File: src/rtl/buzzer_seq_arbiter.sv
// buzzer_seq_arbiter
//   Round-robin arbiter and player for Morse beep patterns. Two requesters
//   offer a pattern vector and a valid bit count. The granted pattern is
//   played one bit per UNIT_CYC cycles, most significant valid bit first,
//   as a square-wave tone. A fixed silent gap of GAP_UNITS units follows,
//   and a done pulse is raised on the last gap cycle.
//
//   Build option: define BUZZER_SEQ_LEVEL_EN to drive the buzzer with a
//   steady level equal to the current bit (active buzzer). The tone
//   generator is then left out. Timing, handshake and done do not change.
//
// Ports
//   clk, rst            clock, asynchronous active-high reset
//   req0/pat0/wid0      requester 0 (decoded-character echo)
//   req1/pat1/wid1      requester 1 (transmit keyer)
//   abort               stop playback at the next edge
//   ack0, ack1          one-cycle grant pulse, pattern captured
//   busy                high outside IDLE
//   cur_src             source of the pattern in progress
//   done                one-cycle pulse on the last gap cycle
//   buzzer              registered buzzer drive
module buzzer_seq_arbiter #(
  parameter int PAT_W     = 75,
  parameter int WID_W     = 7,
  parameter int UNIT_CYC  = 5000000,
  parameter int TONE_HALF = 50000,
  parameter int GAP_UNITS = 3
) (
  input  logic             clk,
  input  logic             rst,
  input  logic             req0,
  input  logic [PAT_W-1:0] pat0,
  input  logic [WID_W-1:0] wid0,
  input  logic             req1,
  input  logic [PAT_W-1:0] pat1,
  input  logic [WID_W-1:0] wid1,
  input  logic             abort,
  output logic             ack0,
  output logic             ack1,
  output logic             busy,
  output logic             cur_src,
  output logic             done,
  output logic             buzzer
);

  localparam int GAP_CYC = GAP_UNITS * UNIT_CYC;
  // One counter times both a bit and the whole gap; the gap is the longer.
  localparam int CNT_W = $clog2(GAP_CYC);
  localparam logic [CNT_W-1:0] UNIT_LAST = CNT_W'(UNIT_CYC - 1);
  localparam logic [CNT_W-1:0] GAP_LAST  = CNT_W'(GAP_CYC - 1);
  localparam logic [CNT_W-1:0] GAP_PRE   = CNT_W'(GAP_CYC - 2);

  typedef enum logic [1:0] {S_IDLE, S_PLAY, S_GAP} state_t;

  state_t             r_state;
  logic [WID_W-1:0]   r_rem;
  logic [CNT_W-1:0]   r_cnt;
  logic               r_last_src;
  logic               r_cur_src;
  logic               r_ack0;
  logic               r_ack1;
  logic               r_busy;
  logic               r_done;
  logic               r_buzzer;
  logic [PAT_W-1:0]   r_sh;

  logic               w_gnt_src;
  logic               w_grant;
  logic [WID_W-1:0]   w_wid_raw;
  logic [WID_W-1:0]   w_wid;
  logic [PAT_W-1:0]   w_pat_al;
  logic               w_bit_end;
  logic               w_bit_start;
  logic               w_start_bit;
  logic               w_in_bit;

  // On a tie the requester that did not win last time is granted.
  assign w_gnt_src = (req0 & req1) ? ~r_last_src : req1;
  assign w_grant   = (r_state == S_IDLE) & (req0 | req1) & ~abort;
  assign w_wid_raw = w_gnt_src ? wid1 : wid0;
  assign w_wid     = (w_wid_raw > WID_W'(PAT_W)) ? WID_W'(PAT_W) : w_wid_raw;
  // Left-align the valid bits so the bit being played is always the MSB.
  assign w_pat_al  = (w_gnt_src ? pat1 : pat0) << (WID_W'(PAT_W) - w_wid);

  assign w_bit_end   = (r_state == S_PLAY) & (r_cnt == UNIT_LAST);
  assign w_bit_start = (w_grant & (w_wid != '0)) |
                       (w_bit_end & (r_rem != WID_W'(1)) & ~abort);
  assign w_start_bit = w_grant ? w_pat_al[PAT_W-1] : r_sh[PAT_W-2];
  assign w_in_bit    = (r_state == S_PLAY) & ~w_bit_end & ~abort;

  assign ack0    = r_ack0;
  assign ack1    = r_ack1;
  assign busy    = r_busy;
  assign cur_src = r_cur_src;
  assign done    = r_done;
  assign buzzer  = r_buzzer;

  // Pattern shift register: datapath only, loaded on every grant.
  always_ff @(posedge clk) begin
    if (w_grant) begin
      r_sh <= w_pat_al;
    end else if (w_bit_end) begin
      r_sh <= {r_sh[PAT_W-2:0], 1'b0};
    end
  end

  always_ff @(posedge clk or posedge rst) begin
    if (rst) begin
      r_state    <= S_IDLE;
      r_rem      <= '0;
      r_cnt      <= '0;
      r_last_src <= 1'b1;
      r_cur_src  <= 1'b0;
      r_ack0     <= 1'b0;
      r_ack1     <= 1'b0;
      r_busy     <= 1'b0;
      r_done     <= 1'b0;
    end else begin
      r_ack0 <= 1'b0;
      r_ack1 <= 1'b0;
      r_done <= 1'b0;
      case (r_state)
        S_IDLE: begin
          if (w_grant) begin
            r_cur_src  <= w_gnt_src;
            r_last_src <= w_gnt_src;
            r_ack0     <= ~w_gnt_src;
            r_ack1     <= w_gnt_src;
            r_rem      <= w_wid;
            r_cnt      <= '0;
            r_busy     <= 1'b1;
            r_state    <= (w_wid == '0) ? S_GAP : S_PLAY;
          end
        end
        S_PLAY: begin
          if (abort) begin
            r_state <= S_IDLE;
            r_busy  <= 1'b0;
            r_cnt   <= '0;
          end else if (w_bit_end) begin
            r_cnt <= '0;
            r_rem <= r_rem - WID_W'(1);
            if (r_rem == WID_W'(1)) begin
              r_state <= S_GAP;
            end
          end else begin
            r_cnt <= r_cnt + CNT_W'(1);
          end
        end
        S_GAP: begin
          if (abort) begin
            r_state <= S_IDLE;
            r_busy  <= 1'b0;
            r_cnt   <= '0;
          end else if (r_cnt == GAP_LAST) begin
            r_state <= S_IDLE;
            r_busy  <= 1'b0;
            r_cnt   <= '0;
          end else begin
            r_cnt  <= r_cnt + CNT_W'(1);
            // Registered, so raised one cycle early to land on the last gap cycle.
            r_done <= (r_cnt == GAP_PRE);
          end
        end
        default: begin
          r_state <= S_IDLE;
          r_busy  <= 1'b0;
        end
      endcase
    end
  end

`ifdef BUZZER_SEQ_LEVEL_EN
  always_ff @(posedge clk or posedge rst) begin
    if (rst) begin
      r_buzzer <= 1'b0;
    end else if (w_bit_start) begin
      r_buzzer <= w_start_bit;
    end else if (!w_in_bit) begin
      r_buzzer <= 1'b0;
    end
  end
`else
  localparam int TC_W = (TONE_HALF > 1) ? $clog2(TONE_HALF) : 1;
  localparam logic [TC_W-1:0] TH_LAST = TC_W'(TONE_HALF - 1);

  logic            r_phase;
  logic [TC_W-1:0] r_tcnt;

  // Every bit starts in the high tone phase; the phase flips each TONE_HALF.
  always_ff @(posedge clk or posedge rst) begin
    if (rst) begin
      r_phase  <= 1'b0;
      r_tcnt   <= '0;
      r_buzzer <= 1'b0;
    end else if (w_bit_start) begin
      r_phase  <= 1'b1;
      r_tcnt   <= '0;
      r_buzzer <= w_start_bit;
    end else if (w_in_bit) begin
      if (r_tcnt == TH_LAST) begin
        r_tcnt   <= '0;
        r_phase  <= ~r_phase;
        r_buzzer <= r_sh[PAT_W-1] & ~r_phase;
      end else begin
        r_tcnt <= r_tcnt + TC_W'(1);
      end
    end else begin
      r_buzzer <= 1'b0;
    end
  end
`endif

endmodule
File: config.mk
export PLATFORM = sky130hd
export DESIGN_NAME = buzzer_seq_arbiter
export DESIGN_NICKNAME = d
export VERILOG_FILES = /design/src/rtl/buzzer_seq_arbiter.sv
export SDC_FILE = /design/constraint.sdc
export NUM_CORES = 1
export LEC_CHECK = 0
export ABC_AREA = 1
export CAP_MARGIN = 20
export CORE_UTILIZATION = 61
export CTS_CLUSTER_DIAMETER = 200
export DETAILED_ROUTE_END_ITERATION = 8
export GPL_ROUTABILITY_DRIVEN = 0
export PLACE_DENSITY = 0.87
export SYNTH_ARGS = -nofsm -noshare
export SYNTH_HDL_FRONTEND = slang
export SYNTH_SLANG_ARGS = --single-unit
File: constraint.sdc
create_clock -name clk -period 9.92 [get_ports clk]
set_input_delay 2.48 -clock clk [delete_from_list [all_inputs] [get_ports clk]]
set_output_delay 2.48 -clock clk [all_outputs]
set_load 0.1 [all_outputs]
* After elaboration in Yosys (flattened, before gate mapping)
Index checks and enable logic that the tools add are counted. W data, S select, Z words.
Storage, ports and cells: flip-flop bits (word level) 132, input bits 169, output and inout port bits 6, word-level logic and storage cells 112
Operators by class: equality and inequality tests 16, order comparisons 1, shift operators 1, add/sub/neg operators 4, reductions and logical operators 14, mux-type cells 46, bitwise operators 17
Operators by type and width (number):
- $mux W75 | 3
- $mux W24 | 5
- $shl A75 B7 Y75 | 1
- $pmux W24 S3 | 1
- $eq A24 B24 Y1 const B | 2
- $mux W16 | 3
- $mux W7 | 5
- $add A24 B1 Y24 const B | 1
- $eq A24 B23 Y1 const B | 1
- $mux W1 | 19
- $add A16 B1 Y16 const B | 1
- $eq A16 B16 Y1 const B | 1
- $mux W2 | 7
- $pmux W7 S2 | 1
- $and A1 B1 Y1 | 10
- $ne A2 B2 Y1 const B | 4
- $reduce_and A4 Y1 | 2
- $reduce_bool A2 Y1 | 4
- $eq A7 B1 Y1 const B | 1
- $gt A7 B7 Y1 const B | 1
- $logic_not A7 Y1 | 1
- $ne A7 B1 Y1 const B | 1
- $reduce_bool A7 Y1 | 1
- $sub A7 B1 Y7 const B | 1
- 13 further kinds | 22

* Longest topological paths before layout
Gate-level depths: netlist of the first run.
word-level depth 10, depth in mapped cells 24

* Worst setup path after synthesis of the first run
No wires, ideal clock.
path type input-to-reg, start point input port req1, end point register r_sh[0], enable pin, path buffers 3, arrival time 4820 ps, path slack 4333 ps, data required time 9153 ps, cell stages on the path 6, cells stage by stage or2_1 nand3_2 clkbuf_1 clkbuf_1 buf_2 nand2_1
On the way: word-level cells in the longest chain between the ends 4
Ends and longest elaborated chain:
- start, declared | RTL line 34 | input logic req1,
- $or A1 B1 Y1 | RTL line 79 | assign w_grant = (r_state == S_IDLE) & (req0 | req1) & ~abort;
- $and A1 B1 Y1 (2 in a row) | RTL line 79
- $reduce_bool A2 Y1 (no source line)
- end signal, assigned | RTL line 101 | r_sh <= w_pat_al;
- end signal, assigned | RTL line 103 | r_sh <= {r_sh[PAT_W-2:0], 1'b0};
- end, declared | RTL line 65 | logic [PAT_W-1:0] r_sh;
Every way passes these cells. A chain may end at the register's enable or synchronous reset.

* Worst setup path after layout of the first run
start point input port req1, end point register r_sh[23], data pin
On the way: word-level cells in the longest chain between the ends 8
Ends and longest elaborated chain:
- $and A1 B1 Y1 | RTL line 78 | assign w_gnt_src = (req0 & req1) ? ~r_last_src : req1;
- $mux W1 | RTL line 78
- $mux W7 | RTL line 80 | assign w_wid_raw = w_gnt_src ? wid1 : wid0;
- $gt A7 B7 Y1 | RTL line 81 | assign w_wid = (w_wid_raw > WID_W'(PAT_W)) ? WID_W'(PAT_W) : w_wid_raw;
- $mux W7 | RTL line 81
- $sub A7 B7 Y7 | RTL line 83 | assign w_pat_al = (w_gnt_src ? pat1 : pat0) << (WID_W'(PAT_W) - w_wid);
- $shl A75 B7 Y75 | RTL line 83
- $mux W75 (*) | RTL line 100 | if (w_grant) begin
Mark *: on every way between the ends. The rest lies on a longest branch, timed or not.

==> impl_table.tex, run 1 <==
\begin{tabular}{lr}
\hline
Metric & Value \\
\hline
\multicolumn{2}{l}{\textbf{Clocking}} \\
\quad Clock insertion delay at the later pin of the skew report & 0.43 ns \\
\quad TritonCTS Buffers & 17 \\
\quad H-tree lvl count & 4 \\
\quad Root buffer selected by CTS & sky130\_fd\_sc\_hd\_\_clkbuf\_16 \\
\quad Number of buffers between clock root and the deepest sink & 2 \\
\quad Hold-fix buffers, CTS & 0 \\
\quad Clock transition at the register clock pins on the worst setup and hold paths after CTS & 0.07 ns \\
\quad Total number of clock tree sinks & 132 \\
\quad CTS tree & done \\
\quad Post-CTS setup repair buffer count & 0 \\
\quad Post-CTS resize count & 0 \\
\multicolumn{2}{l}{\textbf{Place}} \\
\quad IO buf count & 174 \\
\quad Pre-CTS setup slack & 2.24 ns \\
\quad Detailed-placement wirelength estimate & 27200 um \\
\quad Number of instances in the placed design & 2233 \\
\multicolumn{2}{l}{\textbf{Critical path}} \\
\quad Data arrival time of the worst path & 7.73 ns \\
\quad Data required time of the worst path & 10.13 ns \\
\quad Critical path cell sequence & clkdlybuf4s50\_1 > nand2\_4 > nand2\_1 > nand2\_1 > nor2\_2 > nand2\_2 > nand2\_4 > nand2\_2 > inv\_2 > buf\_4 > ha\_2 > inv\_1 > o21ai\_0 > buf\_4 > inv\_2 > nor2\_2 > inv\_2 > nor2\_2 > inv\_2 > o21ai\_0 \\
\quad Highest fanout seen on the critical path & 62 \\
\quad Slowest stage delay, CP & 0.65 ns \\
\quad Nature of the critical path endpoint & flip-flop \\
\quad Critical path's most frequent cell & sky130\_fd\_sc\_hd\_\_inv\_2 \\
\quad Critical Path Source Type & input port \\
\quad Category of the most critical setup path & in2reg \\
\quad Cell with the biggest individual delay on the critical path & sky130\_fd\_sc\_hd\_\_clkdlybuf4s50\_1 \\
\multicolumn{2}{l}{\textbf{STA}} \\
\quad Max Fclk & 133 MHz \\
\quad Final hold violation count & 0 \\
\quad Worst max-slew margin expressed relative to the limit & 33.1\% \\
\quad Unrepaired setup endpoints after global routing & no \\
\quad Worst Max-Slew Pin Slew & 1.00 ns \\
\quad Setup violation total in the final timing report & 0 \\
\quad Shortest period the worst path allows & 7.52 ns \\
\quad Setup ws final & 2.40 ns \\
\quad Worst setup skew after layout & 0.0105 ns \\
\quad Setup tns final & 0 ns \\
\quad Pins over their slew limit & 0 \\
\quad Part of the cycle the worst path needs & 75.8\% \\
\multicolumn{2}{l}{\textbf{Layout}} \\
\quad Layout fillers & 1575 \\
\quad Sequential cell area in the final layout & 3680 um2 \\
\quad Final net count & 2167 \\
\quad Share of the core filled with cells & 73.3\% \\
\quad N\_diodes & 0 \\
\quad Cell Count, Final, Fillers Out & 2265 \\
\quad Fraction of layout cells with a size suffix above 1 & 5.20\% \\
\quad Synthesis-to-finish area growth & 17.5\% \\
\quad Area of the multi-input gates & 7150 um2 \\
\multicolumn{2}{l}{\textbf{GRT}} \\
\quad Total track usage & 37.1\% \\
\quad Largest net degree at the start of global routing & 110 \\
\quad Total overflow reported by the global router & 0 \\
\quad Wire length of the first global-routing pass & 59800 um \\
\quad Number of global-route vias before repair & 12321 \\
\quad Number of antenna violations at the first check in global routing & 0 \\
\multicolumn{2}{l}{\textbf{Die}} \\
\quad Number of rows created at floorplan & 51 \\
\quad Die Area & 20500 um2 \\
\quad Initial core utilization & 62.4\% \\
\quad Die span in y & 143 um \\
\quad Horiz. Die Dim & 143 um \\
\quad Core box area & 19500 um2 \\
\quad I/O pin cnt & 175 \\
\multicolumn{2}{l}{\textbf{Route}} \\
\quad Routed WL per cell & 16.3 um \\
\quad Number of DRC violations after detailed-routing iteration 0 & 1715 \\
\quad Remaining number of nets flagged by the antenna check after routing & 0 \\
\quad DR vias & 13327 \\
\quad First drt pass iteration count & 7 \\
\quad Average via count per standard cell & 5.88 \\
\quad DRC violations left & 0 \\
\quad Total routed wirelength & 37000 um \\
\multicolumn{2}{l}{\textbf{Power and ir drop}} \\
\quad Pwr/cell area & 236 nW/um2 \\
\quad Max VDD drop & 0.000122 V \\
\quad Total Power Consumption & 3.36 mW \\
\quad Static leakage power & 6.52 nW \\
\multicolumn{2}{l}{\textbf{Synth}} \\
\quad Combined area of all synthesized cells & 12100 um2 \\
\quad Synthesized netlist net count & 2079 \\
\quad Share of synthesized flip-flops with an asynchronous set or reset & 43.2\% \\
\quad Number of flops mapped to enable cells by yosys & 75 \\
\quad Gate count after technology mapping & 1899 \\
\quad Synth warn & 0 \\
\quad Mean instance size in the synthesized netlist & 6.40 um2 \\
\quad Share of synthesized area occupied by flip-flops and latches & 30.3\% \\
\quad Register bit total from synthesis & 132 \\
\quad Count of unique library cells instantiated by Yosys & 55 \\
\quad Dominant synthesized flop cell & sky130\_fd\_sc\_hd\_\_edfxtp\_1 \\
\multicolumn{2}{l}{\textbf{Flow run}} \\
\quad Number of violations of the max-capacitance limit & 0 \\
\multicolumn{2}{l}{\textbf{Status}} \\
\quad Run status & finished clean \\
\multicolumn{2}{l}{\textbf{Worst hold path}} \\
\quad Class of the worst hold path & reg2reg \\
\hline
\end{tabular}
[final timing paths]
| kind | from | end | slack [ns] | depth (start not counted) |
|---|---|---|---|---|
| max in group asynchronous | rst | r_tcnt[8]$_DFFE_PP0P_ | 6.87 | 3 |
| worst max-delay path | req1 | r_sh[23]$_DFFE_PP_ | 2.40 | 20 |
| worst min-delay path | r_last_src$_DFFE_PP1P_ | r_last_src$_DFFE_PP1P_ | 0.48 | 2 |
| worst min register to register | r_last_src$_DFFE_PP1P_ | r_last_src$_DFFE_PP1P_ | 0.48 | 2 |
| worst max register to register | r_last_src$_DFFE_PP1P_ | r_sh[23]$_DFFE_PP_ | 4.65 | 20 |
| min in group asynchronous | rst | done$_DFF_PP0_ | 2.58 | 3 |
[kinds of logic after synthesis]
| logic type | Yosys count | synth area share (%) |
|---|---|---|
| muxes | 33 | 2.90 |
| buffers and inverters | 308 | 11.0 |
| AOI/OAI and AO/OA | 367 | 16.9 |
| adders and majority gates | 11 | 1.13 |
| and+or+nand+nor | 1031 | 36.5 |
| xor gates and xnor gates | 17 | 1.23 |
| DFF | 132 | 30.3 |
[report_power, final]
part,total [mW],switching (mW),leakage [nW],internal (mW)
Sequential,0.800,0.0528,1.47,0.748
Clock,0.597,0.271,0.264,0.326
Combinational,1.96,1.38,4.79,0.587
Total,3.36,1.70,6.52,1.66
[layer usage]
layer | vias up | part of all wire (%) | GRT usage, %
met1 | 5997 | 40 | 47.3
met3 | 138 | 9.3 | 7.55
met5 | - | 0 | 0
met4 | 0 | 4.2 | 16.4
met2 | 690 | 47 | 60.4
li1 | 6502 | - | -
[stage by stage]
step	area, um2	hold WS, ns
global placement	13700	0.464
detailed placement	13700	0.476
floorplan	12100	0.454
CTS	14300	0.487
global route	14300	0.515
finish	14300	0.482
[critical path: cells and delay by family]
| family | cells | cell delay [ns] |
|---|---|---|
| buf+inv | 8 | 2.20 |
| simple gates | 9 | 2.11 |
| fa+ha+maj | 1 | 0.27 |
| compound gates | 2 | 0.63 |
[layout make-up]
class	count	share of cell area [%]
inverters	188	4.94
multi-input cells	1459	50.1
repair buffers	189	13.0
clock buffers	17	2.98
clock inverters	15	0.868
flip-flops and latches	132	25.8
well taps	265	2.32
[Yosys cell counts (3+ instances only)]
master / instances / share of area [%]
sky130_fd_sc_hd__o211ai_1: 31 / 1.9
sky130_fd_sc_hd__nand3_1: 253 / 10
sky130_fd_sc_hd__nor3b_1: 3 / 0.19
sky130_fd_sc_hd__ha_1: 11 / 1.1
sky130_fd_sc_hd__edfxtp_1: 75 / 19
sky130_fd_sc_hd__clkbuf_1: 39 / 1.2
sky130_fd_sc_hd__buf_1: 13 / 0.40
sky130_fd_sc_hd__buf_4: 7 / 0.43
sky130_fd_sc_hd__nor3_1: 18 / 0.74
sky130_fd_sc_hd__a22oi_1: 3 / 0.19
sky130_fd_sc_hd__nor2_1: 72 / 2.2
sky130_fd_sc_hd__mux2_2: 7 / 0.65
sky130_fd_sc_hd__dfrtp_1: 56 / 12
sky130_fd_sc_hd__o21ai_2: 11 / 0.79
sky130_fd_sc_hd__o21a_1: 5 / 0.31
sky130_fd_sc_hd__nand4_1: 11 / 0.57
sky130_fd_sc_hd__o22ai_1: 11 / 0.57
sky130_fd_sc_hd__nor2_2: 6 / 0.31
sky130_fd_sc_hd__buf_2: 48 / 2.0
sky130_fd_sc_hd__o21ai_1: 88 / 3.6
sky130_fd_sc_hd__nand2_4: 5 / 0.46
sky130_fd_sc_hd__mux2i_1: 25 / 2.1
sky130_fd_sc_hd__a21oi_1: 34 / 1.4
sky130_fd_sc_hd__inv_1: 178 / 5.5
sky130_fd_sc_hd__o221ai_1: 3 / 0.22
sky130_fd_sc_hd__xor2_1: 15 / 1.1
sky130_fd_sc_hd__o21ai_0: 165 / 6.8
sky130_fd_sc_hd__and2_1: 4 / 0.21
sky130_fd_sc_hd__inv_2: 8 / 0.25
sky130_fd_sc_hd__or2_1: 5 / 0.26
sky130_fd_sc_hd__nor4_1: 8 / 0.41
sky130_fd_sc_hd__a31oi_1: 7 / 0.36
sky130_fd_sc_hd__nand3b_1: 11 / 0.68
sky130_fd_sc_hd__buf_6: 13 / 1.2
sky130_fd_sc_hd__nand2_2: 5 / 0.26
sky130_fd_sc_hd__nand2_1: 622 / 19
[placed cells by master, fill, tap and decap left out, types with 3 or more instances in the layout]
cell type and n:
sky130_fd_sc_hd__nand2_1 620, sky130_fd_sc_hd__nand3_1 253, sky130_fd_sc_hd__inv_1 176, sky130_fd_sc_hd__clkdlybuf4s50_1 174
sky130_fd_sc_hd__o21ai_0 165, sky130_fd_sc_hd__o21ai_1 88, sky130_fd_sc_hd__edfxtp_1 75, sky130_fd_sc_hd__nor2_1 72
sky130_fd_sc_hd__dfrtp_1 56, sky130_fd_sc_hd__a21oi_1 34, sky130_fd_sc_hd__o211ai_1 31, sky130_fd_sc_hd__mux2i_1 25
sky130_fd_sc_hd__nor3_1 18, sky130_fd_sc_hd__clkbuf_16 17, sky130_fd_sc_hd__buf_4 15, sky130_fd_sc_hd__xor2_1 14
sky130_fd_sc_hd__nand4_1 11, sky130_fd_sc_hd__o21ai_2 11, sky130_fd_sc_hd__o22ai_1 11, sky130_fd_sc_hd__nand3b_1 11
sky130_fd_sc_hd__inv_2 10, sky130_fd_sc_hd__ha_1 10, sky130_fd_sc_hd__nor4_1 8, sky130_fd_sc_hd__nand2_2 7
sky130_fd_sc_hd__mux2_2 7, sky130_fd_sc_hd__a31oi_1 7, sky130_fd_sc_hd__nor2_2 6, sky130_fd_sc_hd__inv_6 6
sky130_fd_sc_hd__nand2_4 5, sky130_fd_sc_hd__or2_1 5, sky130_fd_sc_hd__o21a_1 5, sky130_fd_sc_hd__and2_1 4
sky130_fd_sc_hd__a22oi_1 3, sky130_fd_sc_hd__nor3b_1 3, sky130_fd_sc_hd__o221ai_1 3, sky130_fd_sc_hd__clkinv_4 3
sky130_fd_sc_hd__clkinvlp_4 3
[state kept, by name, summed over array words and instances, names as in the netlist]
register	cells
r_rem	7
busy	1
r_cnt	24
r_phase	1
buzzer	1
cur_src	1
r_sh	75
r_state	2
ack0	1
ack1	1
r_tcnt	16
r_last_src	1
done	1
Note: power is estimated with default switching activity, not from simulation.
==> inputs of run 2 (changes only) <==
--- a/config.mk
+++ b/config.mk
@@ -7,11 +7,11 @@
 export LEC_CHECK = 0
 export ABC_AREA = 1
 export CAP_MARGIN = 20
-export CORE_UTILIZATION = 61
+export CORE_UTILIZATION = 51
 export CTS_CLUSTER_DIAMETER = 200
 export DETAILED_ROUTE_END_ITERATION = 8
 export GPL_ROUTABILITY_DRIVEN = 0
-export PLACE_DENSITY = 0.87
+export PLACE_DENSITY = 0.77
 export SYNTH_ARGS = -nofsm -noshare
 export SYNTH_HDL_FRONTEND = slang
 export SYNTH_SLANG_ARGS = --single-unit
==> constraint.sdc (replaced) <==
create_clock -name clk -period 6 [get_ports clk]
set_input_delay 1.5 -clock clk [delete_from_list [all_inputs] [get_ports clk]]
set_output_delay 1.5 -clock clk [all_outputs]
set_load 0.1 [all_outputs]
==> run 2 against run 1 <==
First-iteration DRC count decreased by 14%; via count decreased by 1.3%; power increased by 70%; global-route usage decreased by 6.2 points; register-to-register slack got worse by 2.8 ns; routed wire length increased by 0.49%; critical path depth unchanged; clock skew about the same; non-clock buffer count increased by 9; cell count increased by 2.8%; clock-buffer cell count unchanged.
==> impl_table.tex, run 2 (synthesis results as in run 1) <==
\begin{tabular}{lr}
\hline
Metric & Value \\
\hline
\multicolumn{2}{l}{\textbf{Critical path}} \\
\quad Data required time of the worst path & 6.29 ns (-3.84 ns) \\
\quad Slowest stage delay, CP & 0.64 ns (about the same) \\
\quad Critical path's most frequent cell & sky130\_fd\_sc\_hd\_\_inv\_2 \\
\quad Critical Path Source Type & input port \\
\quad Category of the most critical setup path & in2reg \\
\quad Highest fanout seen on the critical path & 24 (-61\%) \\
\quad Data arrival time of the worst path & 5.60 ns (-2.13 ns) \\
\quad Cell with the biggest individual delay on the critical path & sky130\_fd\_sc\_hd\_\_clkdlybuf4s50\_1 \\
\quad Nature of the critical path endpoint & flip-flop \\
\quad Register-to-Register Setup Slack & 1.84 ns (-2.81 ns) \\
\quad Critical path cell sequence & clkdlybuf4s50\_1 > nand2\_4 > nand2\_1 > nand2\_1 > nor2\_2 > nand2\_2 > nand2\_4 > nand2\_2 > inv\_2 > ha\_2 > inv\_1 > o21ai\_0 > buf\_4 > inv\_2 > nor2\_2 > inv\_2 > nor2\_1 > inv\_1 > or2\_1 > nand3\_1 \\
\multicolumn{2}{l}{\textbf{Place}} \\
\quad IO buf count & 174 (unchanged) \\
\quad Detailed-placement wirelength estimate & 28300 um (+4.3\%) \\
\quad Number of instances in the placed design & 2296 (+2.8\%) \\
\multicolumn{2}{l}{\textbf{Clocking}} \\
\quad Number of buffers between clock root and the deepest sink & 2 (unchanged) \\
\quad Hold-fix buffers, CTS & 0 (unchanged) \\
\quad Clock insertion delay at the later pin of the skew report & 0.42 ns (about the same) \\
\quad Total number of clock tree sinks & 132 (unchanged) \\
\quad Root buffer selected by CTS & sky130\_fd\_sc\_hd\_\_clkbuf\_16 \\
\quad Clock transition at the register clock pins on the worst setup and hold paths after CTS & 0.06 ns (about the same) \\
\quad CTS tree & done \\
\quad Post-CTS resize count & 0 (unchanged) \\
\quad TritonCTS Buffers & 17 (unchanged) \\
\quad Post-CTS setup repair buffer count & 0 (unchanged) \\
\quad H-tree lvl count & 4 (unchanged) \\
\multicolumn{2}{l}{\textbf{Die}} \\
\quad Initial core utilization & 51.9\% (-11 points) \\
\quad Die Area & 24400 um2 (+19\%) \\
\quad Die span in y & 156 um (+9.2\%) \\
\quad Horiz. Die Dim & 156 um (+9.2\%) \\
\quad Number of rows created at floorplan & 56 (+9.8\%) \\
\quad I/O pin cnt & 175 (unchanged) \\
\quad Core box area & 23400 um2 (+20\%) \\
\multicolumn{2}{l}{\textbf{GRT}} \\
\quad Met3 layer usage reported by global route & 6.95\% (-0.59 points) \\
\quad Largest net degree at the start of global routing & 90 (-18\%) \\
\quad Wire length of the first global-routing pass & 59800 um (about the same) \\
\quad Total overflow reported by the global router & 0 (unchanged) \\
\quad Number of antenna violations at the first check in global routing & 0 (unchanged) \\
\quad Number of global-route vias before repair & 12241 (-0.65\%) \\
\quad Met1 track utilization from global routing & 39.2\% (-8.2 points) \\
\quad Met2 usage in global routing & 50.5\% (-10 points) \\
\quad Total track usage & 30.9\% (-6.2 points) \\
\quad Busiest layer in global routing & met2 \\
\multicolumn{2}{l}{\textbf{Route}} \\
\quad DRC violations left & 0 (unchanged) \\
\quad Number of DRC violations after detailed-routing iteration 0 & 1469 (-14\%) \\
\quad DR vias & 13151 (-1.3\%) \\
\quad Routed WL per cell & 16.0 um (-2.2\%) \\
\quad Total routed wirelength & 37200 um (+0.49\%) \\
\quad Remaining number of nets flagged by the antenna check after routing & 0 (unchanged) \\
\quad First drt pass iteration count & 6 (-1) \\
\quad Average via count per standard cell & 5.65 (-4.0\%) \\
\multicolumn{2}{l}{\textbf{STA}} \\
\quad Unrepaired setup endpoints after global routing & no \\
\quad Worst setup skew after layout & 0.0102 ns (-0.000306 ns) \\
\quad Pins over their slew limit & 0 (unchanged) \\
\quad Shortest period the worst path allows & 5.32 ns \\
\quad Max Fclk & 188 MHz \\
\quad Worst max-slew margin expressed relative to the limit & 32.2\% (-0.85 points) \\
\quad Part of the cycle the worst path needs & 88.6\% \\
\quad Final hold violation count & 0 (unchanged) \\
\quad Setup tns final & 0 ns (unchanged) \\
\quad Worst hold-check slack & 0.482 ns (+0.000153 ns) \\
\quad Worst Max-Slew Pin Slew & 1.01 ns (+0.00959 ns) \\
\quad Setup violation total in the final timing report & 0 (unchanged) \\
\multicolumn{2}{l}{\textbf{Layout}} \\
\quad Area of the multi-input gates & 7150 um2 (unchanged) \\
\quad Leading registers by flop count & r\_sh (75), r\_cnt (24), r\_tcnt (16) \\
\quad Register bank with the most flops & r\_sh \\
\quad Share of the core filled with cells & 61.9\% (-11 points) \\
\quad N\_diodes & 0 (unchanged) \\
\quad Cell Count, Final, Fillers Out & 2328 (+2.8\%) \\
\quad Flip-flop count of the largest register after layout & 75 (unchanged) \\
\quad Final net count & 2176 (+0.42\%) \\
\quad Most frequent cells in the layout & sky130\_fd\_sc\_hd\_\_nand2\_1 (620), sky130\_fd\_sc\_hd\_\_nand3\_1 (253), sky130\_fd\_sc\_hd\_\_inv\_1 (176) \\
\quad Fraction of layout cells with a size suffix above 1 & 5.62\% (+0.42 points) \\
\quad Sequential cell area in the final layout & 3680 um2 (unchanged) \\
\quad Layout fillers & 2220 (+41\%) \\
\quad Most common library cell in the layout ignoring fill and taps & sky130\_fd\_sc\_hd\_\_nand2\_1 \\
\quad Synthesis-to-finish area growth & 19.4\% \\
\multicolumn{2}{l}{\textbf{Power and ir drop}} \\
\quad Fraction of power consumed by sequential logic & 23.2\% (-0.6 points) \\
\quad Design internal power & 2.90 mW (+75\%) \\
\quad Switching power & 2.81 mW (+65\%) \\
\quad Sw Share & 49.2\% (-1.4 points) \\
\quad Combinational Power Share & 58.1\% (-0.3 points) \\
\quad Total Power Consumption & 5.70 mW (+70\%) \\
\quad Static leakage power & 6.62 nW (+1.5\%) \\
\quad Proportion of power drawn by the clock network & 18.8\% (+1.0 points) \\
\quad Pwr/cell area & 393 nW/um2 (+67\%) \\
\quad Max VDD drop & 0.000242 V (+99\%) \\
\multicolumn{2}{l}{\textbf{Flow run}} \\
\quad Number of violations of the max-capacitance limit & 0 (unchanged) \\
\multicolumn{2}{l}{\textbf{Status}} \\
\quad Run status & finished clean \\
\multicolumn{2}{l}{\textbf{Worst hold path}} \\
\quad Class of the worst hold path & reg2reg \\
\hline
\end{tabular}
-- run 2: cell types whose count changed in the layout (fill, tap and decap cells not counted), sizes merged --
cell / before / now
clkinvlp: 3 / 0
buf: 15 / 24
bufinv: 0 / 3
clkinv: 6 / 8
inv: 194 / 192
-- run 2: critical path: cells and delay by family --
| kind | cells | cell delay (ns) |
|---|---|---|
| buffers and inverters | 7 | 1.55 |
| AOI/OAI and AO/OA | 1 | 0.25 |
| and+or+nand+nor | 11 | 2.14 |
| adders and majority gates | 1 | 0.15 |
-- run 2: layout make-up --
class | instances | share of cell area (%)
clock buffers | 17 | 2.93
flip-flops and latches | 132 | 25.4
well taps | 319 | 2.75
repair buffers | 198 | 13.5
multi-input cells | 1459 | 49.3
clock inverters | 15 | 1.23
inverters | 188 | 4.87
-- run 2: through the flow --
stage	worst slack [ns]	area [um2]
after floorplan	1.39	12100
after global placement	0.466	13900
after detailed placement	0.381	13900
after CTS	0.794	14500
after global routing	0.433	14500
final	0.682	14500
-- run 2: worst paths after layout --
path / start / to / cells past startpoint
worst max-delay path: req1 / r_sh[60]$_DFFE_PP_ / 20
worst min-delay path: cur_src$_DFFE_PP0P_ / cur_src$_DFFE_PP0P_ / 2
worst max register to register: r_last_src$_DFFE_PP1P_ / r_sh[60]$_DFFE_PP_ / 21
worst min register to register: cur_src$_DFFE_PP0P_ / cur_src$_DFFE_PP0P_ / 2
max in group asynchronous: rst / r_tcnt[14]$_DFFE_PP0P_ / 3
min in group asynchronous: rst / r_rem[6]$_DFFE_PP0P_ / 3
-- run 2: layer usage --
layer  routed length (um)  vias to the layer above
met2                16800                      601
met4                 1360                        0
met1                15600                     5925
li1                     -                     6515
met5                    0                        -
met3                 3350                      110
-- run 2: power by group through the flow --
stage | clock network, mW | logic, mW | registers, mW
floorplan | 0 | 2.27 | 1.40
global placement | 0 | 3.17 | 1.33
detailed placement | 0 | 3.21 | 1.33
CTS | 1.08 | 3.23 | 1.32
global route | 1.12 | 3.64 | 1.34
finish | 1.07 | 3.31 | 1.32
